### config.mk
export PLATFORM = sky130hd
export DESIGN_NAME = bin_to_bcd_seq
export DESIGN_NICKNAME = d
export VERILOG_FILES = /design/src/rtl/bcd_pkg.sv /design/src/rtl/bcd_add3.sv /design/src/rtl/bin_to_bcd_seq.sv
export SDC_FILE = /design/constraint.sdc
export NUM_CORES = 1
export LEC_CHECK = 0
export CAP_MARGIN = 20
export CORE_UTILIZATION = 45
export CTS_CLUSTER_DIAMETER = 80
export DETAILED_ROUTE_END_ITERATION = 16
export PLACE_DENSITY = 0.72
export SETUP_SLACK_MARGIN = 0.15
export SYNTH_ARGS = -nofsm -noshare
export SYNTH_HDL_FRONTEND = slang
export SYNTH_SLANG_ARGS = --single-unit
export TNS_END_PERCENT = 100
### constraint.sdc
create_clock -name clk -period 1.9 [get_ports clk]
set_input_delay 0.475 -clock clk [delete_from_list [all_inputs] [get_ports clk]]
set_output_delay 0.475 -clock clk [all_outputs]
set_load 0.005 [all_outputs]
### src/rtl/bcd_pkg.sv
`default_nettype none
// ============================================================================
// Module      : bcd_pkg
// Description : Shared types and helpers for the sequential binary-to-BCD
//               converter: FSM state encoding, nibble width, and the largest
//               decimal value a given number of BCD digits can hold.
// Revision    : 1.0 - initial release
// ============================================================================
package bcd_pkg;

    // Width of one packed BCD digit.
    localparam int c_NIB_W = 4;

    // Converter FSM states, explicit 2-bit encoding.
    typedef enum logic [1:0] {
        ST_IDLE  = 2'd0,
        ST_SHIFT = 2'd1,
        ST_DONE  = 2'd2
    } state_t;

    // Largest value representable with 'digits' decimal digits (10**digits - 1).
    function automatic int max_dec(input int digits);
        int r;
        r = 1;
        for (int i = 0; i < digits; i++) begin
            r = r * 10;
        end
        return r - 1;
    endfunction

endpackage
`default_nettype wire

### src/rtl/bcd_add3.sv
`default_nettype none
// ============================================================================
// Module      : bcd_add3
// Description : Combinational double-dabble nibble corrector. A digit of 5 or
//               more gets +3 so the following left shift carries into the next
//               decimal digit.
// Revision    : 1.0 - initial release
// ============================================================================
module bcd_add3
    import bcd_pkg::*;
(
    input  logic [c_NIB_W-1:0] i_nib,
    output logic [c_NIB_W-1:0] o_nib
);

    assign o_nib = (i_nib >= 4'd5) ? (i_nib + 4'd3) : i_nib;

endmodule
`default_nettype wire

### src/rtl/bin_to_bcd_seq.sv
`default_nettype none
// ============================================================================
// Module      : bin_to_bcd_seq
// Description : Sequential binary-to-BCD converter, one input bit per clock
//               (shift-add-3). Accepts bin_in on a start pulse while idle and
//               delivers DIGITS packed BCD nibbles with a one-cycle done pulse.
//               Inputs above 10**DIGITS-1 saturate to all nines with ovf set.
// Revision    : 1.0 - initial release
// ============================================================================
module bin_to_bcd_seq
    import bcd_pkg::*;
#(
    parameter int BIN_W  = 10,
    parameter int DIGITS = 3
) (
    input  logic                    clk,
    input  logic                    rst_n,
    input  logic                    start,
    input  logic [BIN_W-1:0]        bin_in,
    output logic                    busy,
    output logic                    done,
    output logic                    ovf,
    output logic [c_NIB_W*DIGITS-1:0] bcd_out
);

    localparam int c_SCR_W = c_NIB_W * DIGITS;
    localparam int c_CNT_W = $clog2(BIN_W + 1);
    localparam int c_MAX   = max_dec(DIGITS);
    localparam logic [c_SCR_W-1:0] c_SAT = {DIGITS{4'h9}};

    state_t               r_state,   w_state_nx;
    logic [BIN_W-1:0]     r_shreg,   w_shreg_nx;
    logic [c_SCR_W-1:0]   r_scratch, w_scratch_nx;
    logic [c_CNT_W-1:0]   r_cnt,     w_cnt_nx;
    logic                 r_ovf_next, w_ovf_next_nx;
    logic [c_SCR_W-1:0]   r_bcd,     w_bcd_nx;
    logic                 r_ovf,     w_ovf_nx;
    logic                 r_done,    w_done_nx;

    // Scratch digits after the add-3 correction, ready to be shifted.
    logic [c_SCR_W-1:0]   w_adj;

    // One corrector per BCD digit of the scratch register.
    for (genvar g = 0; g < DIGITS; g++) begin : g_add3
        bcd_add3 u_add3 (
            .i_nib (r_scratch[g*c_NIB_W +: c_NIB_W]),
            .o_nib (w_adj[g*c_NIB_W +: c_NIB_W])
        );
    end

    // Next-state and datapath update; everything holds unless the state acts.
    always_comb begin
        w_state_nx    = r_state;
        w_shreg_nx    = r_shreg;
        w_scratch_nx  = r_scratch;
        w_cnt_nx      = r_cnt;
        w_ovf_next_nx = r_ovf_next;
        w_bcd_nx      = r_bcd;
        w_ovf_nx      = r_ovf;
        w_done_nx     = 1'b0;
        case (r_state)
            ST_IDLE: begin
                if (start) begin
                    w_shreg_nx    = bin_in;
                    w_scratch_nx  = '0;
                    w_cnt_nx      = '0;
                    w_ovf_next_nx = (32'(bin_in) > 32'(c_MAX));
                    w_state_nx    = ST_SHIFT;
                end
            end
            ST_SHIFT: begin
                // Correct first, then shift the MSB of the binary into the digits.
                {w_scratch_nx, w_shreg_nx} = {w_adj[c_SCR_W-2:0], r_shreg, 1'b0};
                w_cnt_nx = r_cnt + 1'b1;
                if (r_cnt == c_CNT_W'(BIN_W - 1)) begin
                    w_state_nx = ST_DONE;
                end
            end
            ST_DONE: begin
                // Any carry lost from the top digit only happens when saturating.
                w_bcd_nx   = r_ovf_next ? c_SAT : r_scratch;
                w_ovf_nx   = r_ovf_next;
                w_done_nx  = 1'b1;
                w_state_nx = ST_IDLE;
            end
            default: begin
                w_state_nx = ST_IDLE;
            end
        endcase
    end

    // All converter state; reset aborts any conversion in flight.
    always_ff @(posedge clk or negedge rst_n) begin
        if (!rst_n) begin
            r_state    <= ST_IDLE;
            r_shreg    <= '0;
            r_scratch  <= '0;
            r_cnt      <= '0;
            r_ovf_next <= 1'b0;
            r_bcd      <= '0;
            r_ovf      <= 1'b0;
            r_done     <= 1'b0;
        end else begin
            r_state    <= w_state_nx;
            r_shreg    <= w_shreg_nx;
            r_scratch  <= w_scratch_nx;
            r_cnt      <= w_cnt_nx;
            r_ovf_next <= w_ovf_next_nx;
            r_bcd      <= w_bcd_nx;
            r_ovf      <= w_ovf_nx;
            r_done     <= w_done_nx;
        end
    end

    assign busy    = (r_state != ST_IDLE);
    assign done    = r_done;
    assign ovf     = r_ovf;
    assign bcd_out = r_bcd;

endmodule
`default_nettype wire

=== Word-level counts from Yosys, hierarchy flattened ===
Index checks and enable logic that the tools add are counted.

* Bits in registers: 43
* Bits in latches: 0
* RAM bits: 0
* Memory bits (read-only): 0
* Bits of input ports: 13
* Output and inout bits: 15
* Word-level logic and storage cells: 41
* Memories kept: 0

* Add/subtract/negate cells: 4
* Multiply operators: 0
* Div/mod/pow operators: 0
* $lt $le $gt $ge: 4
* Eq/ne operators: 5
* Shift operators: 0
* Multiplexer cells: 14
* Bitwise operators: 0
* Reductions and logical operators: 6

{| class="wikitable"
|+ Operator list
! operator !! number
|-
| $mux 12 || 2
|-
| $pmux 12 s2 || 1
|-
| $pmux 10 s2 || 1
|-
| $ge 4x3->1 const B || 3
|-
| $mux 4 || 3
|-
| $gt 10x10->1 const B || 1
|-
| $mux 10 || 1
|-
| $add 4x2->4 const B || 2
|-
| $pmux 4 s2 || 1
|-
| $reduce_and 2->1 || 3
|-
| $add 4x1->4 const B || 1
|-
| $eq 4x4->1 const B || 1
|-
| $mux 2 || 2
|-
| $ne 2x2->1 const B || 2
|-
| $pmux 2 s2 || 1
|-
| $reduce_bool 2->1 || 2
|-
| $add 3x2->3 const B || 1
|-
| $mux 3 || 1
|-
| $eq 2x1->1 const B || 1
|-
| $eq 2x2->1 const B || 1
|-
| $logic_not 2->1 || 1
|-
| $mux 1 || 1
|}

=== Longest topological paths before layout ===
* Depth after elaboration: 3
* Depth in mapped cells: 6
* Mapped depth without buffers: 6

=== Hierarchy ===
From an unflattened synthesis, not the netlist that was laid out.

* Cells, all modules: 233
* Area total of the unflattened synthesis: 2104.5 µm²

{| class="wikitable"
|+ Modules (own cells, without submodules)
! module !! times used !! cells each !! area each (µm²) !! sequential area each (µm²)
|-
| bin_to_bcd_seq || 1 || 185 || 1800.5 || 1076.0
|-
| bcd_add3 || 3 || 16 || 101.3 || 0.0
|}

=== Least setup slack after synthesis ===
Ideal clock, no wire load.

* Path type: register to register
* Start point: reg r_scratch[0]
* End point: reg r_scratch[2]
* Arrival time: 1.419 ns
* Data required time: 1.824 ns
* Path slack: 0.404 ns
* Stages on the path, launching flop included: 7
* Clock period less this slack: 1.496 ns
* Path through: dfrtp_1 -> inv_1 -> ha_1 -> nand2b_1 -> a21oi_1 -> mux2_2 -> o21ai_1

* Cells in the longest elaborated chain, start to end: 3
* Elaborated cells on any way between the ends: 4

{| class="wikitable"
|+ RTL lines
! element !! line !! RTL
|-
| from (decl) || bin_to_bcd_seq.sv:33 || <nowiki>logic [c_SCR_W-1:0] r_scratch, w_scratch_nx;</nowiki>
|-
| from (signal assigned) || bin_to_bcd_seq.sv:106 || <nowiki>r_scratch <= w_scratch_nx;</nowiki>
|-
| $add 4x2->4 or $ge 4x3->1 (tied branches) || bcd_add3.sv:16 || <nowiki>assign o_nib = (i_nib >= 4'd5) ? (i_nib + 4'd3) : i_nib;</nowiki>
|-
| $mux 4 * || bcd_add3.sv:16 ||
|-
| $pmux 12 s2 * || bin_to_bcd_seq.sv:61 || <nowiki>case (r_state)</nowiki>
|}

Every way passes the cells marked *; elsewhere a longest branch is shown, timed or not.
A chain may end at the register's enable or synchronous reset.

=== Final worst setup path ===
* Start point: reg r_state[1]
* End point: out busy

* Cells in the longest elaborated chain, start to end: 1

{| class="wikitable"
|+ RTL lines
! element !! line !! RTL
|-
| from (decl) || bin_to_bcd_seq.sv:31 || <nowiki>state_t r_state, w_state_nx;</nowiki>
|-
| from (signal assigned) || bin_to_bcd_seq.sv:104 || <nowiki>r_state <= w_state_nx;</nowiki>
|-
| $reduce_bool 2->1 || bin_to_bcd_seq.sv:115 || <nowiki>assign busy = (r_state != ST_IDLE);</nowiki>
|-
| to (decl) || bin_to_bcd_seq.sv:20 || <nowiki>output logic busy,</nowiki>
|}

Every way passes these cells.

==> impl_metrics.env <==
export IMPL_cts_hold_buf=0
export IMPL_worstMarginPinSlew_ns=0.490
export IMPL_min_period_ns=1.69
export IMPL_insertedDiodeCount=0
export IMPL_drt_wl_total_um=3850
export IMPL_dr_first_iter_drc_count=69
export IMPL_cp_slowest_cell="dfrtp_2"
export IMPL_arrival_ns=1.22
export IMPL_cp_num_buf_inv=1
export IMPL_port_buffers=27
export IMPL_clockBufferDepth=2
export IMPL_synth_area_leaders="dfrtp_1 51%, nand2_1 5.5%, ha_1 4.8%"
export IMPL_insertion_delay_ns=0.30
export IMPL_tns_ns=0
export IMPL_synth_main_ff_cell="dfrtp_1"
export IMPL_cts_made_buffers=5
export IMPL_status="finished clean"
export IMPL_ir_drop_mv=0.659
export IMPL_maxCapViolations=0
export IMPL_rows=24
export IMPL_synthArstFlopShare_pct=100
export IMPL_slew_limit_headroom_pct=67.3
export IMPL_num_io_pins=28
export IMPL_dieHeight_um=70.4
export IMPL_p_leak_uw=0.00115
export IMPL_combPwrFrac_pct=42.2
export IMPL_ctsRootBufferMaster="clkbuf_8"
export IMPL_synth_top_cell_area_share_pct=51.1
export IMPL_drc_errors=0
export IMPL_layout_commonest_cell="dfrtp_1"
export IMPL_htreeDepth=2
export IMPL_r2r_slack_ns=0.30
export IMPL_seqPwrFrac_pct=39.7
export IMPL_cpPeakStageDelay_ns=0.40
export IMPL_grt_overflow_total=0
export IMPL_crit_path_end_kind="output pin"
export IMPL_num_vias=1575
export IMPL_powerDensity_nw_per_um2=1540
export IMPL_first_global_vias=1603
export IMPL_grt_antenna_before_repair=0
export IMPL_power_frac_clock_pct=18.0
export IMPL_swShare_pct=36.0
export IMPL_hp_class="in -> async"
export IMPL_cts_tree="built"
export IMPL_worstReg2RegEnd="r_scratch[2]"
export IMPL_yosys_warnings=0
export IMPL_ys_ff_latch=43
export IMPL_vias_per_cell=5.22
export IMPL_grt_max_degree=44
export IMPL_reg2reg_depth=6
export IMPL_dp_cells=293
export IMPL_area_growth_pct=23.2
export IMPL_final_cell_count_no_fill=302
export IMPL_dr_pass1_iters=4
export IMPL_yosys_area_top_type="dfrtp_1"
export IMPL_rr_startpoint="r_scratch[0]"
export IMPL_syn_inst=213
export IMPL_final_hold_violation_count=0
export IMPL_avgSynthCellArea_um2=9.89
export IMPL_start_kind="register"
export IMPL_dp_hpwl_um=2770
export IMPL_cts_sinks=43
export IMPL_fin_util_pct=58.8
export IMPL_place_gp_congestion=0.764
export IMPL_grt_usage_pct=18.2
export IMPL_setup_viol=0
export IMPL_path_max_fanout=2
export IMPL_synth_area_um2=2110
export IMPL_drive_gt1_share_pct=17.2
export IMPL_required_ns=1.42
export IMPL_synthesis_nets=234
export IMPL_p_switching_uw=1440
export IMPL_most_common_layout_cells="42 x dfrtp_1, 31 x nand2_1, 25 x clkdlybuf4s50_1"
export IMPL_cp_cell_sequence="or2_2, dlygate4sd2_1"
export IMPL_slew_viol_final=0
export IMPL_ys_types=32
export IMPL_rsz0062_at_grt="no"
export IMPL_critPathKind="reg -> out"
export IMPL_post_route_period_util_pct=89.2
export IMPL_die_w_um=70.4
export IMPL_layout_nets=270
export IMPL_core_area_um2=4410
export IMPL_synth_enable_flop_cells=0
export IMPL_skew_ns=0.00922
export IMPL_clk_pin_slew_worst_paths_ns=0.08
export IMPL_wl_per_cell_um=12.8
export IMPL_ant_nets=0
export IMPL_start_util_pct=47.7
export IMPL_fmax_mhz=590
export IMPL_power_internal_uw=2570
export IMPL_crit_family="flip-flops"
export IMPL_die_area_um2=4960
export IMPL_grt_pass1_wl_um=7110
export IMPL_yosysSeqAreaShare_pct=51.1
## cell type report
cell class,count,area (um2)
Fill cell,401,1820
Tap cell,52,65.1
Inverter,9,33.8
Multi-Input combinational cell,149,918
Clock inverter,2,35.0
Timing Repair Buffer,41,382
Sequential cell,43,1080
Clock buffer,6,82.6
## worst max-delay path by stage
stage                   endpoint          from  slack (ns)  cells past startpoint
finish                      busy    r_state[1]        0.21                      2
global route                busy    r_state[1]        0.16                      2
CTS                         busy    r_state[1]        0.20                      2
detailed placement    r_shreg[3]         start       0.009                      6
global placement      r_ovf_next         start        0.07                      4
floorplan           r_scratch[2]  r_scratch[0]        0.40                      6
## stage by stage
stage | worst slack, ns | cell area (um2) | hold WS [ns] | total power, uW
after floorplan | 0.404 | 2110 | 0.179 | 2700
after global placement | 0.0677 | 2470 | 0.461 | 3240
after detailed placement | 0.00891 | 2470 | 0.467 | 3310
after CTS | 0.197 | 2590 | 0.143 | 4060
after global routing | 0.155 | 2590 | 0.170 | 4370
final | 0.206 | 2590 | 0.141 | 4010
## metal layers
| metal | track usage (%) | vias up | share of wire, % |
|---|---|---|---|
| met3 | 3.46 | 7 | 3.1 |
| li1 | - | 798 | - |
| met1 | 22.1 | 742 | 47 |
| met4 | 6.67 | 0 | 1.6 |
| met2 | 31.7 | 28 | 48 |
| met5 | 0 | - | 0 |
## sequential cells by signal, summed over array words and instances, names as in the netlist
name,cells
r_scratch,12
ovf,1
r_cnt,4
done,1
r_state,2
r_ovf_next,1
bcd_out,12
r_shreg,10
## worst register-to-register path: stages (launching register included)
cell      delay, ns
dfrtp_1        0.41
inv_1          0.13
ha_1           0.21
nand2b_1       0.07
a21oi_1        0.22
mux2_2         0.36
o21ai_1        0.12
## power groups by stage
| stage | Combinational, uW | Sequential, uW | Clock [uW] |
|---|---|---|---|
| 2_1_floorplan | 1160 | 1540 | 0 |
| 3_3_place_gp | 1630 | 1600 | 0 |
| 3_5_place_dp | 1700 | 1610 | 0 |
| 4_1_cts | 1710 | 1590 | 748 |
| 5_1_grt | 1930 | 1650 | 779 |
| 6_report | 1690 | 1590 | 723 |
## Yosys cell counts (all sizes together), types with 2 or more instances
master	n
nand2b	8
buf	11
nand3	13
nor2b	2
a22oi	4
a21oi	4
ha	8
nand2	33
nand4	2
mux2	3
xor2	2
dfrtp	43
o22ai	5
o31ai	7
o21ai	25
inv	9
xnor2	3
nor2	21
a22o	3
## logic make-up (layout without fill, tap and decap cells)
| family | after synthesis | count (layout) | synth area share [%] |
|---|---|---|---|
| compound gates | 49 | 49 | 14.1 |
| simple gates | 84 | 84 | 21.1 |
| xor+xnor | 5 | 5 | 2.08 |
| fa+ha+maj | 8 | 8 | 4.75 |
| mux | 3 | 3 | 1.60 |
| flops | 43 | 43 | 51.1 |
| buf+inv | 21 | 58 | 5.29 |
## timing repair
item,CTS,global route
setup buffers,1,0
endpoints found under the setup margin,1,0
resized for setup,2,0
No activity file was read; power rests on OpenSTA's default activity.
